[src/rtl/goe_mport.sv]
// Multi-port global output engine: forwards FAST packet words to the ports
// selected by the head-word bitmap, masking almost-full ports and dropping empty packets.
module goe_mport #(
  parameter int          DATA_WIDTH  = 134,
  parameter int          N_PORTS     = 4,
  parameter int          OUTPORT_LSB = 88,
  parameter int          CNT_WIDTH   = 32,
  parameter logic [7:0]  LMID        = 8'd5
) (
  input  logic                  clk,
  input  logic                  rst_n,
  input  logic                  in_goe_data_wr,
  input  logic [DATA_WIDTH-1:0] in_goe_data,
  input  logic                  in_goe_valid_wr,
  input  logic                  in_goe_valid,
  input  logic [N_PORTS-1:0]    out_port_alf,
  input  logic                  cnt_clr,
  output logic [N_PORTS-1:0]    pktout_data_wr,
  output logic [DATA_WIDTH-1:0] pktout_data,
  output logic [N_PORTS-1:0]    pktout_data_valid_wr,
  output logic                  pktout_data_valid,
  output logic [CNT_WIDTH-1:0]  tx_pkt_cnt,
  output logic [CNT_WIDTH-1:0]  drop_pkt_cnt
);

  typedef enum logic [1:0] {IDLE, TRANS, DROP} state_e;

  localparam logic [1:0] TAG_HEAD = 2'b01;
  localparam logic [1:0] TAG_TAIL = 2'b10;

  state_e                  state_q, state_d;
  logic [N_PORTS-1:0]      mask_q, mask_d;
  logic [N_PORTS-1:0]      data_wr_q, data_wr_d;
  logic [DATA_WIDTH-1:0]   data_q, data_d;
  logic [N_PORTS-1:0]      valid_wr_q, valid_wr_d;
  logic                    valid_q, valid_d;
  logic [CNT_WIDTH-1:0]    tx_cnt_q, tx_cnt_d;
  logic [CNT_WIDTH-1:0]    drop_cnt_q, drop_cnt_d;

  logic [1:0]              tag;
  logic                    is_head, is_tail;
  logic [N_PORTS-1:0]      head_mask;
  logic                    fwd_ctx;
  logic [N_PORTS-1:0]      fwd_mask;
  logic                    tx_inc, drop_inc;

  assign tag       = in_goe_data[DATA_WIDTH-1:DATA_WIDTH-2];
  assign is_head   = in_goe_data_wr && (tag == TAG_HEAD);
  assign is_tail   = in_goe_data_wr && (tag == TAG_TAIL);
  assign head_mask = in_goe_data[OUTPORT_LSB +: N_PORTS] & ~out_port_alf;

  // A head word always restarts packet processing, even mid-packet (malformed input).
  assign fwd_ctx  = is_head ? (head_mask != '0) : (state_q == TRANS);
  assign fwd_mask = is_head ? head_mask : mask_q;

  always_comb begin
    // NOTE: every signal assigned here gets a default first so no latch is inferred.
    state_d    = state_q;
    mask_d     = mask_q;
    data_wr_d  = '0;
    data_d     = '0;
    valid_wr_d = '0;
    valid_d    = 1'b0;
    tx_inc     = 1'b0;
    drop_inc   = 1'b0;

    if (is_head) begin
      mask_d  = head_mask;
      state_d = (head_mask != '0) ? TRANS : DROP;
      if (head_mask != '0) begin
        data_wr_d = head_mask;
        data_d    = in_goe_data;
      end
    end else if (in_goe_data_wr) begin
      unique case (state_q)
        TRANS: begin
          data_wr_d = mask_q;
          data_d    = in_goe_data;
          if (is_tail) begin
            state_d = IDLE;
            tx_inc  = 1'b1;
          end
        end
        DROP: begin
          if (is_tail) begin
            state_d  = IDLE;
            drop_inc = 1'b1;
          end
        end
        default: ;
      endcase
    end

    if (in_goe_valid_wr && fwd_ctx) begin
      valid_wr_d = fwd_mask;
      valid_d    = in_goe_valid;
    end

    tx_cnt_d = tx_cnt_q;
    if (cnt_clr)                          tx_cnt_d = '0;
    else if (tx_inc && tx_cnt_q != '1)    tx_cnt_d = tx_cnt_q + 1'b1;

    drop_cnt_d = drop_cnt_q;
    if (cnt_clr)                          drop_cnt_d = '0;
    else if (drop_inc && drop_cnt_q != '1) drop_cnt_d = drop_cnt_q + 1'b1;
  end

  always_ff @(posedge clk or negedge rst_n) begin
    if (!rst_n) begin
      state_q    <= IDLE;
      mask_q     <= '0;
      data_wr_q  <= '0;
      data_q     <= '0;
      valid_wr_q <= '0;
      valid_q    <= 1'b0;
      tx_cnt_q   <= '0;
      drop_cnt_q <= '0;
    end else begin
      // NOTE: non-blocking assignments so all registers update from pre-edge values.
      state_q    <= state_d;
      mask_q     <= mask_d;
      data_wr_q  <= data_wr_d;
      data_q     <= data_d;
      valid_wr_q <= valid_wr_d;
      valid_q    <= valid_d;
      tx_cnt_q   <= tx_cnt_d;
      drop_cnt_q <= drop_cnt_d;
    end
  end

  assign pktout_data_wr       = data_wr_q;
  assign pktout_data          = data_q;
  assign pktout_data_valid_wr = valid_wr_q;
  assign pktout_data_valid    = valid_q;
  assign tx_pkt_cnt           = tx_cnt_q;
  assign drop_pkt_cnt         = drop_cnt_q;

endmodule

[config.mk]
export PLATFORM = sky130hd
export DESIGN_NAME = goe_mport
export DESIGN_NICKNAME = d
export VERILOG_FILES = /design/src/rtl/goe_mport.sv
export SDC_FILE = /design/constraint.sdc
export NUM_CORES = 1
export LEC_CHECK = 0
export CAP_MARGIN = 5
export CORE_UTILIZATION = 40
export DETAILED_ROUTE_END_ITERATION = 12
export PLACE_DENSITY = 0.75
export SKIP_LAST_GASP = 1
export SYNTH_ARGS = -nofsm -noshare
export SYNTH_HDL_FRONTEND = slang
export SYNTH_SLANG_ARGS = --single-unit
[constraint.sdc]
create_clock -name clk -period 2.9 [get_ports clk]
set_input_delay 0.29 -clock clk [delete_from_list [all_inputs] [get_ports clk]]
set_output_delay 0.29 -clock clk [all_outputs]
set_load 0.005 [all_outputs]
==> flow_summary.yaml <==
sta:
  slew-limit-headroom_pct: 51.3
  clock.fmax_mhz: 433
  fin_skew_ns: 0.0145
  period_share_pct: 79.6
  setup_viol: 0
  max_slew.worst_pin.slew_ns: 0.730
  finalMaxSlewViolations: 0
  period_needed_ns: 2.31
  finalHoldViolCount: 0
  setup_ws_ns: 0.591
  rsz0062_at_grt: "false"
  fin_setup_tns_ns: 0
synthesis:
  syn-num-nets: 899
  yosys-top-cells-count: "dfrtp_1, nor2b_1, a21oi_1"
  syn_area_um2: 8720
  synth_edf_count: 0
  ys_dominant_reg_cell: "dfrtp_1"
  yosysSeqAreaShare_pct: 61.1
  synthTopCellsByArea: "dfrtp_1, nor2b_1, a21oi_1"
  yosys_warnings: 0
  synth_top_cell_area_share_pct: 61.1
  ys_types: 60
  async_flop_share_pct: 100
  synthCells: 751
  synth_top_area_cell: "dfrtp_1"
  synth_most_common_cell: "dfrtp_1"
  ys_ff_latch: 213
  synth_area_per_cell_um2: 11.6
cells_and_area:
  drive_above_1_share_pct: 7.34
  syn_to_final_growth_pct: 52.9
  fin_nets: 1248
floorplan:
  fp.dieH_um: 150
  initial_core_util_pct: 41.1
  dieArea_um2: 22400
  rows: 53
  ios: 351
  fp.dieW_um: 150
  coreArea_um2: 21200
flow_run:
  drv_cap: 0
global_route:
  grt_use_total_pct: 22.3
  grt_pass1_wl_mm: 38.4
  antenna_found_initial: 3
  grt_max_degree: 133
  overflow: 0
  grt_pass1_vias: 7036
route:
  dr.pass1.iters: 4
  wl_per_cell_um: 17.9
  drc: 0
  drt_iter0_drc: 379
  routed_wl_mm: 24.9
  num_vias: 7042
  drt-vias-per-instance: 5.05
  drtAntennaViolNets: 0
worst_setup_path:
  startpoint_type: "register"
  arrival_ns: 2.71
  critPathTopFamily: "simple AND/OR/NAND/NOR gates"
  critPathCaptureType: "register"
  worstSetupPathType: "reg -> reg"
  worstPathRequired_ns: 3.30
  crit_chain: "ha_1, nand4_1, nor4_4, and3_1, buf_4, nor4b_1, mux2_1"
  crit_path_top_delay_cell: "dfrtp_1"
  r2r_slack_ns: 0.59
  critPathMaxStageDelay_ns: 0.46
  cp_num_buf_inv: 1
  crit_fanout: 35
power_and_ir_drop:
  internal-power_uw: 5660
  p_leak_uw: 0.00558
  p_clk_share_pct: 40.1
  switching_share_pct: 23.8
  p_seq_share_pct: 44.1
  power_density_nw_per_um2: 557
  power_switching_uw: 1770
  peakVddDrop_v: 0.000443
  combinationalPowerShare_pct: 15.8
cts:
  clk_latency_ns: 0.52
  htree_num_levels: 1
  cts_tree: "built"
  clk_path_buf_depth: 3
  clock-root-buffer: "clkbuf_16"
  cts_made_buffers: 24
  cts.sinks: 213
  cts.clk_slew.worst_paths_ns: 0.06
place:
  io_buffer_count: 350
  dp_slack_ns: 0.450
  dpl.hpwl_mm: 18.3
  gp_routability_congestion: 0.866
worst_hold_path:
  hold_class: "in -> reg"
outcome:
  status: "finished, final reports clean"
-- repair_timing --
action / 4_1_cts / 5_1_grt
endpoints found under the hold margin: 89 / 0
setup buffers: 0 / 0
gates resized for setup: 0 / 0
setup endpoints to repair: 0 / 0
hold buffers: 1 / 0
-- metrics by stage --
stage | cell area [um2] | total power [uW] | hold slack [ns] | cells | utilization, %
2_1_floorplan | 8720 | 3670 | -0.00559 | 751 | -
3_3_place_gp | 12500 | 4510 | 0.369 | 1348 | 59.1
3_5_place_dp | 12500 | 4530 | 0.371 | 1348 | 59.1
4_1_cts | 13300 | 7540 | 0.227 | 1392 | 62.8
5_1_grt | 13300 | 7750 | 0.263 | 1392 | 62.8
6_report | 13300 | 7430 | 0.247 | 1394 | 62.9
-- layer usage --
layer	wire, um	global-route usage (%)
met2	12600	37.5
met3	1840	6.62
met5	17	0
met1	9260	26.1
met4	1190	10.4
-- power by group through the flow --
stage | Sequential, uW | Clock [uW] | Combinational (uW)
after floorplan | 3360 | 0 | 309
after CTS | 3280 | 3050 | 1200
final | 3280 | 2980 | 1180
after global routing | 3300 | 3180 | 1270
after detailed placement | 3330 | 0 | 1200
after global placement | 3320 | 0 | 1190
-- cells in the final DEF, fill, tap and decap left out, types with 17 or more instances in the layout --
cell type	Yosys	final
a21oi_1	39	39
clkbuf_16	0	24
clkdlybuf4s50_1	0	348
dfrtp_1	213	213
nand2_1	20	20
nand3_1	28	28
nand4_1	17	17
nor2_1	37	36
nor2b_1	154	154
o21ai_0	18	18
o31ai_1	19	19
or3_1	18	18
or4_1	21	21
-- final cells by class --
type | instances | area, um2
fill | 1735 | 7880
antenna | 2 | 5.00
multi-input combinational | 487 | 3170
tap | 275 | 344
sequential | 213 | 5330
clock buffer | 36 | 706
timing repair buffer | 363 | 3650
clock inverter | 7 | 87.6
inverter | 11 | 41.3
-- state kept, by name, summed over array words and instances (netlist names) --
name / count
pktout_data_wr: 4
drop_pkt_cnt: 32
state_q: 2
mask_q: 4
pktout_data_valid: 1
tx_pkt_cnt: 32
pktout_data_valid_wr: 4
pktout_data: 134
-- cells by family after synthesis --
family	synth area share, %
and+or+nand+nor	25.2
DFF	61.1
AOI/OAI and AO/OA	8.15
buffers and inverters	2.62
muxes	2.07
adders and majority gates	0.574
xor gates and xnor gates	0.301
-- final timing paths --
kind | start | to | cells past startpoint
max | tx_pkt_cnt[0] | tx_pkt_cnt[14] | 7
min | cnt_clr | drop_pkt_cnt[18] | 2
max reg2reg | tx_pkt_cnt[0] | tx_pkt_cnt[14] | 7
min reg2reg | mask_q[0] | pktout_data_wr[0] | 1
max in group asynchronous | rst_n | pktout_data[123] | 3
min in group asynchronous | rst_n | tx_pkt_cnt[16] | 2
No activity file was read; power rests on OpenSTA's default activity.
